$ cat config.mk
export PLATFORM = sky130hd
export DESIGN_NAME = case10_parity_monitor_flat
export DESIGN_NICKNAME = d
export VERILOG_FILES = /design/src/rtl/case10_parity_monitor_pkg.sv /design/src/rtl/case10_parity_monitor_if.sv /design/src/rtl/case10_parity_monitor_sat_counter.sv /design/src/rtl/case10_parity_monitor.sv /design/src/flat_wrapper.sv
export SDC_FILE = /design/constraint.sdc
export NUM_CORES = 1
export LEC_CHECK = 0
export CORE_MARGIN = 3
export CORE_UTILIZATION = 50
export DETAILED_ROUTE_END_ITERATION = 7
export PLACE_DENSITY_LB_ADDON = 0.3
export SYNTH_ARGS = -nofsm -noshare
export SYNTH_HDL_FRONTEND = slang
export SYNTH_SLANG_ARGS = --single-unit
$ cat constraint.sdc
create_clock -name clk -period 4.3 [get_ports clk]
set_clock_uncertainty 0.05 [all_clocks]
set_input_delay 0.43 -clock clk [delete_from_list [all_inputs] [get_ports clk]]
set_output_delay 0.43 -clock clk [all_outputs]
set_load 0.05 [all_outputs]
$ cat src/rtl/case10_parity_monitor_pkg.sv
// Shared types and the golden reference for the case10 parity monitor.
// The golden output is ~(a^b^c); input d is ignored.
package case10_mon_pkg;

    typedef enum logic [1:0] {
        IDLE = 2'd0,
        RUN  = 2'd1,
        DONE = 2'd2,
        HALT = 2'd3
    } state_t;

    typedef struct packed {
        logic pass;
        logic split;
    } res_t;

    function automatic logic golden(
        input logic a,
        input logic b,
        input logic c
    );
        return ~(a ^ b ^ c);
    endfunction

endpackage

$ cat src/rtl/case10_parity_monitor_if.sv
// Sample-in and result-out valid/ready channels of the parity monitor.
// The master side feeds samples and consumes results.
interface case10_mon_if;

    logic       in_valid;
    logic       in_ready;
    logic [3:0] in_vec;
    logic       in_y1;
    logic       in_y2;
    logic       res_valid;
    logic       res_ready;
    logic       res_pass;
    logic       res_split;

    modport master (
        output in_valid, in_vec, in_y1, in_y2, res_ready,
        input  in_ready, res_valid, res_pass, res_split
    );

    modport slave (
        input  in_valid, in_vec, in_y1, in_y2, res_ready,
        output in_ready, res_valid, res_pass, res_split
    );

endinterface

$ cat src/rtl/case10_parity_monitor_sat_counter.sv
// Up-counter with synchronous clear that sticks at its all-ones value.
module sat_counter #(
    parameter int W = 16
) (
    input  logic         clk,
    input  logic         rst_n,
    input  logic         clr,
    input  logic         inc,
    output logic [W-1:0] q
);

    always_ff @(posedge clk or negedge rst_n) begin
        if (!rst_n) begin
            q <= '0;
        end else if (clr) begin
            q <= '0;
        end else if (inc && (q != {W{1'b1}})) begin
            q <= q + W'(1);
        end
    end

endmodule

$ cat src/rtl/case10_parity_monitor.sv
// Grades case10 netlist samples against the golden parity function and
// streams one pass/split record per accepted sample.
module case10_parity_monitor
    import case10_mon_pkg::*;
#(
    parameter int CNT_W       = 16,
    parameter int NUM_SAMPLES = 16,
    parameter int STOP_ON_ERR = 0
) (
    input  logic             clk,
    input  logic             rst_n,
    input  logic             start,
    case10_mon_if.slave      bus,
    output logic [CNT_W-1:0] sample_cnt,
    output logic [CNT_W-1:0] err_cnt,
    output logic [1:0]       state_o
);

    state_t state, state_nx;
    res_t   res_q, res_d;
    logic   res_valid_q;
    logic   accept;
    logic   clr;
    logic   fail;
    logic   exp_v;
    logic   unused_d;

    assign unused_d = bus.in_vec[0];

    assign exp_v = golden(bus.in_vec[3], bus.in_vec[2], bus.in_vec[1]);

    assign res_d.pass  = (bus.in_y1 == exp_v) & (bus.in_y2 == exp_v);
    assign res_d.split = bus.in_y1 ^ bus.in_y2;
    assign fail        = ~res_d.pass;

    // Single result slot: a take frees it for a same-cycle accept.
    assign bus.in_ready = (state == RUN) & (~res_valid_q | bus.res_ready);
    assign accept       = bus.in_valid & bus.in_ready;
    assign clr          = start & (state != RUN);

    always_ff @(posedge clk or negedge rst_n) begin
        if (!rst_n) begin
            state <= IDLE;
        end else begin
            state <= state_nx;
        end
    end

    always_comb begin
        state_nx = state;
        unique case (state)
            IDLE, DONE, HALT: begin
                if (start) begin
                    state_nx = RUN;
                end
            end
            RUN: begin
                if (accept) begin
                    if (sample_cnt == CNT_W'(NUM_SAMPLES - 1)) begin
                        state_nx = DONE;
                    end else if ((STOP_ON_ERR != 0) && fail) begin
                        state_nx = HALT;
                    end
                end
            end
            default: state_nx = state;
        endcase
    end

    always_ff @(posedge clk or negedge rst_n) begin
        if (!rst_n) begin
            res_valid_q <= 1'b0;
            res_q       <= '0;
        end else if (accept) begin
            res_valid_q <= 1'b1;
            res_q       <= res_d;
        end else if (bus.res_ready) begin
            res_valid_q <= 1'b0;
        end
    end

    assign bus.res_valid = res_valid_q;
    assign bus.res_pass  = res_q.pass;
    assign bus.res_split = res_q.split;
    assign state_o       = state;

    sat_counter #(.W(CNT_W)) u_sample_cnt (
        .clk   (clk),
        .rst_n (rst_n),
        .clr   (clr),
        .inc   (accept),
        .q     (sample_cnt)
    );

    sat_counter #(.W(CNT_W)) u_err_cnt (
        .clk   (clk),
        .rst_n (rst_n),
        .clr   (clr),
        .inc   (accept & fail),
        .q     (err_cnt)
    );

endmodule

$ cat src/flat_wrapper.sv
// flat-port wrapper written by rule: the top's interface ports become plain ports
module case10_parity_monitor_flat import case10_mon_pkg::*;
#(
    parameter int CNT_W       = 16,
    parameter int NUM_SAMPLES = 16,
    parameter int STOP_ON_ERR = 0
)
  (clk, rst_n, start, sample_cnt, err_cnt, state_o, bus_in_valid, bus_in_vec, bus_in_y1, bus_in_y2, bus_res_ready, bus_in_ready, bus_res_valid, bus_res_pass, bus_res_split);
  case10_mon_if bus_i ();
  input  logic clk;
  input  logic rst_n;
  input  logic start;
  output logic [CNT_W-1:0] sample_cnt;
  output logic [CNT_W-1:0] err_cnt;
  output logic [1:0] state_o;
  input wire logic [$bits(bus_i.in_valid)-1:0] bus_in_valid;
  input wire logic [$bits(bus_i.in_vec)-1:0] bus_in_vec;
  input wire logic [$bits(bus_i.in_y1)-1:0] bus_in_y1;
  input wire logic [$bits(bus_i.in_y2)-1:0] bus_in_y2;
  input wire logic [$bits(bus_i.res_ready)-1:0] bus_res_ready;
  output wire logic [$bits(bus_i.in_ready)-1:0] bus_in_ready;
  output wire logic [$bits(bus_i.res_valid)-1:0] bus_res_valid;
  output wire logic [$bits(bus_i.res_pass)-1:0] bus_res_pass;
  output wire logic [$bits(bus_i.res_split)-1:0] bus_res_split;
  assign bus_i.in_valid = bus_in_valid;
  assign bus_i.in_vec = bus_in_vec;
  assign bus_i.in_y1 = bus_in_y1;
  assign bus_i.in_y2 = bus_in_y2;
  assign bus_i.res_ready = bus_res_ready;
  assign bus_in_ready = bus_i.in_ready;
  assign bus_res_valid = bus_i.res_valid;
  assign bus_res_pass = bus_i.res_pass;
  assign bus_res_split = bus_i.res_split;
  case10_parity_monitor #(.CNT_W(CNT_W), .NUM_SAMPLES(NUM_SAMPLES), .STOP_ON_ERR(STOP_ON_ERR)) u_core (.clk(clk), .rst_n(rst_n), .start(start), .bus(bus_i), .sample_cnt(sample_cnt), .err_cnt(err_cnt), .state_o(state_o));
endmodule
==> impl_results.md, run 1 <==
- Status: complete, no violations
- RR Endpoint: u_core.u_err_cnt.q[12]$_DFFE_PN0P_
- Dpl ws: approximately 1.5 ns
- Endpoint, Worst Hold: u_core.state_o[0]$_DFFE_PN0P_
- Worst path required time: 4.42 ns
- Worst r2r src: u_core.state_o[1]$_DFFE_PN0P_
- Starting Density: 0.5409
- Xor/xnor share of the synthesized area: 0.02358
- Post-CTS Setup Inserts: 0
- Largest net degree at the start of global routing: 38
- Chip height: 70.34 microns
- Top-Level Pins: 49
- Routability cong.: around 0.88
- Max layer used: met4
- Initial antenna violation count: 0
- Number of global-route vias before repair: roughly 1.8k
- Top FF cell, synth: dfrtp_1
- Nets: 285
- Layout cells sized above 1: 0.05495
- WHS: 0.4511 ns
- Reg clk slew, reported paths: 0.07 ns
- Post-Synth Simple-Gate Area: 0.2987
- Number of diodes: 0
- Worst-margin pin slew: slightly above 0.6 ns
- Met3 wire len: 300 microns
- # DRC: 0
- Post-synth EDFFs: 0
- Post-synth top area share: 0.4474
- Clock tree from TritonCTS: built
- FFs w/ async S/R, synth: 1.000
- Setup Viol. Count Final: 0
- R2R depth: 5
- Startpoint Class: primary input
- Worst hold path class: flip-flop to flip-flop
- Hold Buf Count CTS: 0
- Post-DP HPWL: roughly 3500 microns
- FF/Latch Area: 925.9 sq um
- Crit. End Element: flip-flop
- Minimum clock period: between 2 and 3 ns
- Largest family of logic cells by synthesized area: simple AND/OR/NAND/NOR gates
- Core ar.: 0.003826 sq mm
- Metal-1 WL: 2416 microns
- Final worst-path cycle share: 0.5923
- Max-slew headroom: 0.5832
- Critical Path AT: between 2 and 3 ns
- CTS max path bufs: 2
- Register bit count reported by yosys: 37
- WS Path Type: primary input to flip-flop
- Global route total overflow: 0
- 1st-iter DRT viols: 140
- Fill cells: 300
- Number of vias per cell: 6.053
- Die area: 0.004947 sq mm
- DR vias: 1943
- Max FO, Critical Path: 12
- Worst Min Path Start: u_core.state_o[0]$_DFFE_PN0P_
- Cell count after synthesis: 223
- Leak Pwr: 0.001155 uW
- Max-cap violations: 0
- Cts repair resizes: 0
- FMAX: about 0.39 GHz
- First-pass GRT wire length: 8507 microns
- Die W: 70.34 microns
- Clock Latency Late Sink: 0.29 ns
- Setup TNS: 0 ns
- CTS H-tree depth: 2
- Total CTS buffers: 5
- WL met2: 2235 microns
- Synth Area in Adders: 0.01209
- Post-synthesis mux area share: 0.01632
- Overall global routing resource usage: 0.2131
- Final setup margin: around 1.8 ns
- Routed Antenna Nets: 0
- Drt pass-1 iters: 5
- Worst VDD drop: 0.0003137 V
- Synth unique cells: 50
- PortBufs: 47
- Final Hold Fails: 0
- Max Transition Viols Final: 0
- Pwr Density: ~440 mW/mm^2
- Rows: 22
- Post-synthesis compound-gate area fraction: 0.1729
- Reg2Reg Setup Slack: 1.84 ns
- Multi-input logic area: 0.001084 sq mm
- Fin util: 0.6946
- Final WL: 5006 microns
- Synth warn: 0
- Sequential fraction of the synthesis area: 0.4474
- Syn nets: 236
- Clock Sinks: 37
- Netlist Area Pre-Place: 0.002069 sq mm
- Syn avg cell area: 9.280 sq um
- Routed length per placed instance: approximately 16 microns
- Top post-synthesis cells by area: dfrtp_1 (45%), and3_1 (3.9%), nand3_1 (3.9%)
- Dominant cell type by area after synthesis: dfrtp_1
- Root Buffer: clkbuf_8
- Area Overhead vs Synth: 28.42%
- Hold Path Stages: 1
- RSZ-0062 raised after global routing: false
==> critical path, cell delays in order <==
cell and delay, ns:
clkdlybuf4s50_1 0.45, nand2b_1 0.16, nand3_1 0.36, a211oi_2 0.64, nor2_1 0.28, a211o_1 0.35
==> stage by stage <==
stage	power [uW]	cell area, sq um	cells
2_1_floorplan	777.7	2069	223
3_3_place_gp	931.1	2577	313
3_5_place_dp	938.8	2577	313
4_1_cts	1173	2658	321
5_1_grt	1235	2658	321
6_report	1170	2658	321
==> where the power goes <==
group	internal (uW)	switching, uW	leakage (uW)
Clock	115	121	0.0000395
Combinational	157	305	0.000622
Sequential	399	72.5	0.000493
==> registers in the layout, summed over array words and instances (netlist names) <==
name                   flops
u_core.u_err_cnt.q        16
u_core.bus.res_valid       1
u_core.u_sample_cnt.q     16
u_core.state_o             2
u_core.bus.res_pass        1
u_core.bus.res_split       1
==> worst max path at each step <==
| stage | startpoint | to | slack (ns) | cells past startpoint |
|---|---|---|---|---|
| after floorplan | u_core.u_sample_cnt.q[0]$_DFFE_PN0P_ | u_core.u_sample_cnt.q[12]$_DFFE_PN0P_ | 2.00 | 6 |
| after global placement | bus_res_ready | u_core.u_err_cnt.q[12]$_DFFE_PN0P_ | 1.49 | 6 |
| after detailed placement | bus_res_ready | u_core.u_err_cnt.q[12]$_DFFE_PN0P_ | 1.45 | 6 |
| after CTS | bus_res_ready | u_core.u_err_cnt.q[12]$_DFFE_PN0P_ | 1.73 | 6 |
| after global routing | bus_res_ready | u_core.u_err_cnt.q[6]$_DFFE_PN0P_ | 1.58 | 6 |
| final | bus_res_ready | u_core.u_err_cnt.q[12]$_DFFE_PN0P_ | 1.75 | 6 |
==> layout by cell type (no fill, tap or decap), drive strengths merged, types with 4 or more instances in the layout <==
| cell | n |
|---|---|
| a211o | 8 |
| nand3 | 16 |
| nor3 | 12 |
| nor4 | 4 |
| o21ai | 16 |
| a21oi | 13 |
| nor2 | 11 |
| o211ai | 5 |
| nand4 | 9 |
| inv | 6 |
| nand2 | 18 |
| and3 | 14 |
| clkbuf | 8 |
| clkdlybuf4s50 | 47 |
| or3 | 6 |
| dfrtp | 37 |
==> synth_stat cells, drive strengths merged, types with 3 or more instances <==
library cell / instances
a211o: 8
o21ai: 16
and3: 14
or2: 3
nand2b: 3
mux2i: 3
nor4: 4
o211ai: 5
nor2: 11
clkbuf: 3
nor3: 12
nand2: 18
inv: 6
or3: 6
dfrtp: 37
and4: 3
o31ai: 3
nand3: 16
nand4: 9
buf: 4
a21oi: 13
==> layout make-up <==
cell class	instances	area share
Multi-Input combinational cell	173	0.4077
Timing Repair Buffer	49	0.1827
Sequential cell	37	0.3484
Inverter	6	0.008475
Clock buffer	8	0.03013
Tap cell	48	0.02260
==> cell families after synthesis <==
kind of cell | after synthesis
compound gates | 55
xor+xnor | 4
fa+ha+maj | 2
buf+inv | 13
flops | 37
mux | 3
simple gates | 109
==> per-layer routing <==
layer	vias to the layer above	GRT usage
met3	6	0.05324
met5	-	0
met1	930	0.2976
met2	63	0.3316
li1	944	-
met4	0	0.05106
No activity file was read; power rests on OpenSTA's default activity.
==> run 2: changes to the inputs <==
==> constraint.sdc (replaced) <==
create_clock -name clk -period 2.6 [get_ports clk]
set_clock_uncertainty 0.05 [all_clocks]
set_input_delay 0.26 -clock clk [delete_from_list [all_inputs] [get_ports clk]]
set_output_delay 0.26 -clock clk [all_outputs]
set_load 0.05 [all_outputs]
==> run 2 against run 1 <==
Compared with the run above: cell count is 1.9% higher; first-iteration DRC count up 39%; critical path depth down 3; design area grew 1.7%; non-clock buffer count up 6; critical path type is now flip-flop to output pin.
==> impl_results.md, run 2 (synthesis gave the netlist of run 1 again) <==
- Critical Path AT: 1.89 ns (was 2.67 ns)
- Clock tree from TritonCTS: built (unchanged)
- Rows: 22 (unchanged)
- Cts repair resizes: 0 (unchanged)
- Clock Sinks: 37 (unchanged)
- Area post-placement: 0.002623 sq mm (was 0.002577 sq mm)
- Post-CTS Setup Inserts: 0 (unchanged)
- Max-slew headroom: 0.6224 (was 0.5832)
- Number of global-route vias before repair: 1882 (was 1807)
- Die W: 70.34 microns (unchanged)
- Final instance area: 0.002703 sq mm (was 0.002658 sq mm)
- Nets: 291 (was 285)
- Setup TNS: 0 ns (unchanged)
- Routability cong.: 0.8722 (was 0.8841)
- Initial antenna violation count: 0 (unchanged)
- RR Endpoint: u_core.u_sample_cnt.q[12]$_DFFE_PN0P_ (was u_core.u_err_cnt.q[12]$_DFFE_PN0P_)
- Max FO, Critical Path: 6 (was 12)
- Top-Level Pins: 49 (unchanged)
- Final worst-path cycle share: 0.8448
- Chip height: 70.34 microns (unchanged)
- Fill cells: 322 (was 300)
- 1st-iter DRT viols: 195 (was 140)
- Hold Buf Count CTS: 0 (unchanged)
- Slowest cell on crit path: clkdlybuf4s50_1 (was a211oi_2)
- Routed length per placed instance: 15.63 microns (was 15.60 microns)
- CTS H-tree depth: 2 (unchanged)
- Crit. End Element: output pin (was flip-flop)
- Max-cap violations: 0 (unchanged)
- Commonest non-fill, non-tap cell in the layout: clkdlybuf4s50_1 (unchanged)
- Global route total overflow: 0 (unchanged)
- Fin util: 0.7063 (was 0.6946)
- Leak Pwr: 0.001184 uW (was 0.001155 uW)
- Drt pass-1 iters: 4 (was 5)
- Final WL: 5111 microns (was 5006 microns)
- Worst hold path class: primary input to async pin (was flip-flop to flip-flop)
- Number of vias per cell: 6.000 (was 6.053)
- FMAX: between 0.4 and 0.5 GHz
- PortBufs: 47 (unchanged)
- Setup Viol. Count Final: 0 (unchanged)
- Post-DP HPWL: 3582 microns (was 3451 microns)
- DR vias: 1962 (was 1943)
- Overall global routing resource usage: 0.2132 (was 0.2131)
- Worst-margin pin slew: 0.5643 ns (was 0.6210 ns)
- Area Overhead vs Synth: 30.59% (was 28.42%)
- Startpoint Class: flip-flop (was primary input)
- Worst path required time: 2.29 ns (was 4.42 ns)
- Final Hold Fails: 0 (unchanged)
- RSZ-0062 raised after global routing: false (unchanged)
- CTS max path bufs: 2 (unchanged)
- Worst r2r src: u_core.u_sample_cnt.q[0]$_DFFE_PN0P_ (was u_core.state_o[1]$_DFFE_PN0P_)
- Worst path top cell family by delay: buffers and inverters (was compound AO/OA/AOI/OAI gates)
- Starting Density: 0.5409 (unchanged)
- Max Transition Viols Final: 0 (unchanged)
- Pwr Density: 718.7 mW/mm^2 (was 440.1 mW/mm^2)
- R2R depth: 6 (was 5)
- Routed Antenna Nets: 0 (unchanged)
- CP max stage delay: 0.79 ns (was 0.64 ns)
- Core ar.: 0.003826 sq mm (unchanged)
- # DRC: 0 (unchanged)
- WS Path Type: flip-flop to output pin (was primary input to flip-flop)
- Commonest non-fill, non-tap cells in the layout: clkdlybuf4s50_1 (47), dfrtp_1 (37), nand2_1 (17) (unchanged)
- Root Buffer: clkbuf_8 (unchanged)
- Status: complete, no violations (unchanged)
- Layout cells sized above 1: 0.07527 (was 0.05495)
- Crit-path cells: and2b_1 -> and2_1 -> clkdlybuf4s50_1 (was clkdlybuf4s50_1 -> nand2b_1 -> nand3_1 -> a211oi_2 -> nor2_1 -> a211o_1)
- Total CTS buffers: 5 (unchanged)
- Buf/Inv on CP: 1 (unchanged)
- Reg2Reg Setup Slack: 0.44 ns (was 1.84 ns)
- Largest net degree at the start of global routing: 38 (unchanged)
- Worst VDD drop: 0.0006676 V (was 0.0003137 V)
- Die area: 0.004947 sq mm (unchanged)
- Number of diodes: 0 (unchanged)
- First-pass GRT wire length: 8673 microns (was 8507 microns)
- Reg clk slew, reported paths: 0.07 ns (about the same)
- Clock Latency Late Sink: 0.28 ns (was 0.29 ns)
- Minimum clock period: 2.197 ns
## run 2: cell count changes in the layout (fill, tap and decap cells not counted)
cell | previous run | this run
buf_4 | 2 | 8
## run 2: cell type report
type / instances / area, sq um / area share
clock buffers: 8 / 80.08 / 0.02963
inverters: 6 / 22.52 / 0.008333
multi-input cells: 173 / 1084 / 0.4009
flip-flops and latches: 37 / 925.9 / 0.3426
well taps: 48 / 60.06 / 0.02222
repair buffers: 55 / 530.5 / 0.1963
## run 2: worst max path at each step
stage / startpoint / endpoint / slack [ns] / cells after the start
final: u_core.state_o[1]$_DFFE_PN0P_ / bus_in_ready / 0.40 / 3
after global routing: u_core.u_sample_cnt.q[0]$_DFFE_PN0P_ / u_core.u_sample_cnt.q[12]$_DFFE_PN0P_ / 0.28 / 6
after CTS: u_core.state_o[1]$_DFFE_PN0P_ / bus_in_ready / 0.39 / 3
after detailed placement: bus_in_vec[2] / u_core.u_err_cnt.q[7]$_DFFE_PN0P_ / 0.19 / 6
after global placement: bus_in_vec[2] / u_core.u_err_cnt.q[7]$_DFFE_PN0P_ / 0.25 / 6
after floorplan: u_core.u_sample_cnt.q[0]$_DFFE_PN0P_ / u_core.u_sample_cnt.q[12]$_DFFE_PN0P_ / 0.30 / 6
## run 2: power breakdown
part           leakage [uW]  switching, uW  internal (uW)
combinational      0.000652            506            272
sequential         0.000493            121            660
clock             0.0000395            193            191
## run 2: through the flow
step	setup WS, ns	total power, uW	hold WS (ns)	cells
after CTS	0.3890	1950	0.3723	327
after detailed placement	0.1914	1569	0.4406	319
after global routing	0.2848	2037	0.4121	327
final	0.4035	1942	0.3523	327
after floorplan	0.2988	1286	-0.08559	223
after global placement	0.2531	1553	0.4282	319
## run 2: routing by layer
metal,up-vias,track usage,share of wire,wire (microns)
met2,67,0.3358,0.47,2421
met3,4,0.04460,0.067,342
met5,-,0,0,0
li1,946,-,-,-
met1,945,0.3009,0.45,2303
met4,0,0.04894,0.0086,44
==> run 3: changes to the inputs <==
--- a/config.mk
+++ b/config.mk
@@ -6,7 +6,7 @@
 export NUM_CORES = 1
 export LEC_CHECK = 0
 export CORE_MARGIN = 3
-export CORE_UTILIZATION = 50
+export CORE_UTILIZATION = 45
 export DETAILED_ROUTE_END_ITERATION = 7
 export PLACE_DENSITY_LB_ADDON = 0.3
 export SYNTH_ARGS = -nofsm -noshare
==> constraint.sdc (replaced) <==
create_clock -name clk -period 1.8 [get_ports clk]
set_clock_uncertainty 0.05 [all_clocks]
set_input_delay 0.18 -clock clk [delete_from_list [all_inputs] [get_ports clk]]
set_output_delay 0.18 -clock clk [all_outputs]
set_load 0.05 [all_outputs]
==> run 3 against run 2 <==
Compared with the run above: the run now ends with setup timing left; critical path type is now flip-flop to flip-flop; sequential power is 40% higher; clock power increased by 48%; cell count grew 20%; sequential share of layout area shrank 5.7 points; non-clock buffer count grew 63.
==> impl_results.md, run 3 (synthesis gave the netlist of run 1 again) <==
- Status: finished, violations left (was complete, no violations)
- Failing checks: setup timing
- CP max stage delay: 0.54 ns (was 0.79 ns)
- Nets: 354 (was 291)
- Final setup margin: -0.09983 ns (was 0.4035 ns)
- Dpl ws: -0.5319 ns (was 0.1914 ns)
- Pwr Total: 3250 uW (was 1942 uW)
- FMAX: 0.5264 GHz
- Multi-input logic area: 0.001264 sq mm (was 0.001084 sq mm)
- Worst r2r src: u_core.u_sample_cnt.q[1]$_DFFE_PN0P_ (was u_core.u_sample_cnt.q[0]$_DFFE_PN0P_)
- CTS max path bufs: 2 (unchanged)
- # DRC: 0 (unchanged)
- Clock tree from TritonCTS: built (unchanged)
- Crit. End Element: flip-flop (was output pin)
- Startpoint Class: flip-flop (unchanged)
- Routed length per placed instance: 16.29 microns (was 15.63 microns)
- Layout cells sized above 1: 0.4883 (was 0.07527)
- Die W: 73.82 microns (was 70.34 microns)
- Number of global-route vias before repair: 2226 (was 1882)
- Final Hold Fails: 0 (unchanged)
- Max FO, Critical Path: 5 (was 6)
- Max-cap violations: 0 (unchanged)
- Die area: 0.005449 sq mm (was 0.004947 sq mm)
- Number of diodes: 0 (unchanged)
- Worst hold path class: primary input to async pin (unchanged)
- Leak Pwr: 0.001597 uW (was 0.001184 uW)
- DR vias: 2299 (was 1962)
- Overall global routing resource usage: 0.2452 (was 0.2132)
- Max Transition Viols Final: 0 (unchanged)
- Rows: 24 (was 22)
- Final worst-path cycle share: 1.055
- FF/Latch Area: 959.7 sq um (was 925.9 sq um)
- Clock Sinks: 37 (unchanged)
- Initial antenna violation count: 0 (unchanged)
- RR Endpoint: u_core.u_sample_cnt.q[14]$_DFFE_PN0P_ (was u_core.u_sample_cnt.q[12]$_DFFE_PN0P_)
- Max-slew headroom: 0.6665 (was 0.6224)
- Critical Path AT: 2.08 ns (was 1.89 ns)
- Worst-margin pin slew: 0.4987 ns (was 0.5643 ns)
- Worst VDD drop: 0.0008778 V (was 0.0006676 V)
- Largest net degree at the start of global routing: 21 (was 38)
- Drt pass-1 iters: 4 (unchanged)
- Pwr Density: 967.8 mW/mm^2 (was 718.7 mW/mm^2)
- Total CTS buffers: 5 (unchanged)
- Chip height: 73.82 microns (was 70.34 microns)
- Top-Level Pins: 49 (unchanged)
- Worst path top cell family by delay: simple AND/OR/NAND/NOR gates (was buffers and inverters)
- Setup Viol. Count Final: 10 (was 0)
- WS Path Type: flip-flop to flip-flop (was flip-flop to output pin)
- Reg clk slew, reported paths: 0.07 ns (about the same)
- Root Buffer: clkbuf_8 (unchanged)
- Worst path depth: 6 (was 3)
- Crit-path cells: ha_4 -> and3_4 -> nand2_2 -> or4b_4 -> or3_1 -> a21oi_2 (was and2b_1 -> and2_1 -> clkdlybuf4s50_1)
- Commonest non-fill, non-tap cell in the layout: buf_4 (was clkdlybuf4s50_1)
- Slowest cell on crit path: or4b_4 (was clkdlybuf4s50_1)
- RSZ-0062 raised after global routing: true (was false)
- PortBufs: 47 (unchanged)
- Commonest non-fill, non-tap cells in the layout: buf_4 (92), dfrtp_2 (27), o21ai_0 (15) (was clkdlybuf4s50_1 (47), dfrtp_1 (37), nand2_1 (17))
- Reg2Reg Setup Slack: -0.1 ns (was 0.44 ns)
- Number of vias per cell: 5.835 (was 6.000)
- Minimum clock period: 1.900 ns
- First-pass GRT wire length: 10310 microns (was 8673 microns)
- R2R depth: 6 (unchanged)
- Post-DP HPWL: 4348 microns (was 3582 microns)
- Worst path required time: 1.98 ns (was 2.29 ns)
- 1st-iter DRT viols: 177 (was 195)
- Clock Latency Late Sink: 0.29 ns (was 0.28 ns)
- Area Overhead vs Synth: 62.27% (was 30.59%)
- Fill cells: 295 (was 322)
- Final WL: 6418 microns (was 5111 microns)
- Core ar.: 0.004384 sq mm (was 0.003826 sq mm)
- WHS: 0.3094 ns (was 0.3523 ns)
- Starting Density: 0.4720 (was 0.5409)
- CTS H-tree depth: 2 (unchanged)
- Global route total overflow: 0 (unchanged)
- Routed Antenna Nets: 0 (unchanged)
- Buf/Inv on CP: 0 (was 1)
- Routability cong.: 0.9259 (was 0.8722)
[run 3: report_power, final]
part	total [uW]	switching (uW)	internal, uW	leakage [uW]
combinational	1590	932	659	0.00110
clock	569	294	275	0.0000395
sequential	1090	117	972	0.000453
[run 3: worst reg2reg max path, delay by kind of cell (launching register included)]
family	cells	cell delay (ns)
AO/OA/AOI/OAI	1	0.12
adder cells (fa/ha/maj)	1	0.14
flip-flops	1	0.39
AND/OR/NAND/NOR	4	1.15
[run 3: worst max-delay path by stage]
stage | from | endpoint | slack, ns
global placement | bus_in_vec[2] | u_core.u_err_cnt.q[9]$_DFFE_PN0P_ | -0.44
detailed placement | bus_in_vec[2] | u_core.u_err_cnt.q[9]$_DFFE_PN0P_ | -0.53
CTS | u_core.u_sample_cnt.q[1]$_DFFE_PN0P_ | u_core.u_sample_cnt.q[12]$_DFFE_PN0P_ | -0.08
finish | u_core.u_sample_cnt.q[1]$_DFFE_PN0P_ | u_core.u_sample_cnt.q[14]$_DFFE_PN0P_ | -0.1
global route | u_core.u_sample_cnt.q[1]$_DFFE_PN0P_ | u_core.u_sample_cnt.q[14]$_DFFE_PN0P_ | -0.19
floorplan | u_core.u_sample_cnt.q[1]$_DFFE_PN0P_ | u_core.u_sample_cnt.q[12]$_DFFE_PN0P_ | -0.24
[run 3: area by class of cell]
cell class,instances,area share
Multi-Input combinational cell,173,0.3763
Timing Repair Buffer,118,0.2880
Sequential cell,37,0.2858
Clock buffer,8,0.02385
Tap cell,52,0.01937
Inverter,6,0.006706
[run 3: timing repair]
item	4_1_cts	5_1_grt
gates resized for setup	13	24
pin swaps	8	18
buffers inserted	12	7
setup endpoints to repair	23	24
endpoints found under the hold margin	17	0
hold buffers	1	0
[run 3: per-stage QoR]
stage / setup TNS (ns) / util / cell area [sq um] / cells
after CTS: -0.1712 / 0.7326 / 3212 / 387
after global placement: -7.011 / 0.6846 / 3002 / 366
final: -0.3560 / 0.7660 / 3358 / 394
after detailed placement: -8.797 / 0.6846 / 3002 / 366
after global routing: -1.648 / 0.7660 / 3358 / 394
after floorplan: -1.735 / - / 2186 / 223
[run 3: per-layer routing]
| layer | track usage | part of all wire | vias up |
|---|---|---|---|
| li1 | - | - | 1079 |
| met1 | 0.3250 | 0.43 | 1116 |
| met2 | 0.3888 | 0.49 | 87 |
| met3 | 0.04788 | 0.056 | 17 |
| met4 | 0.1046 | 0.023 | 0 |
| met5 | 0 | 0 | - |
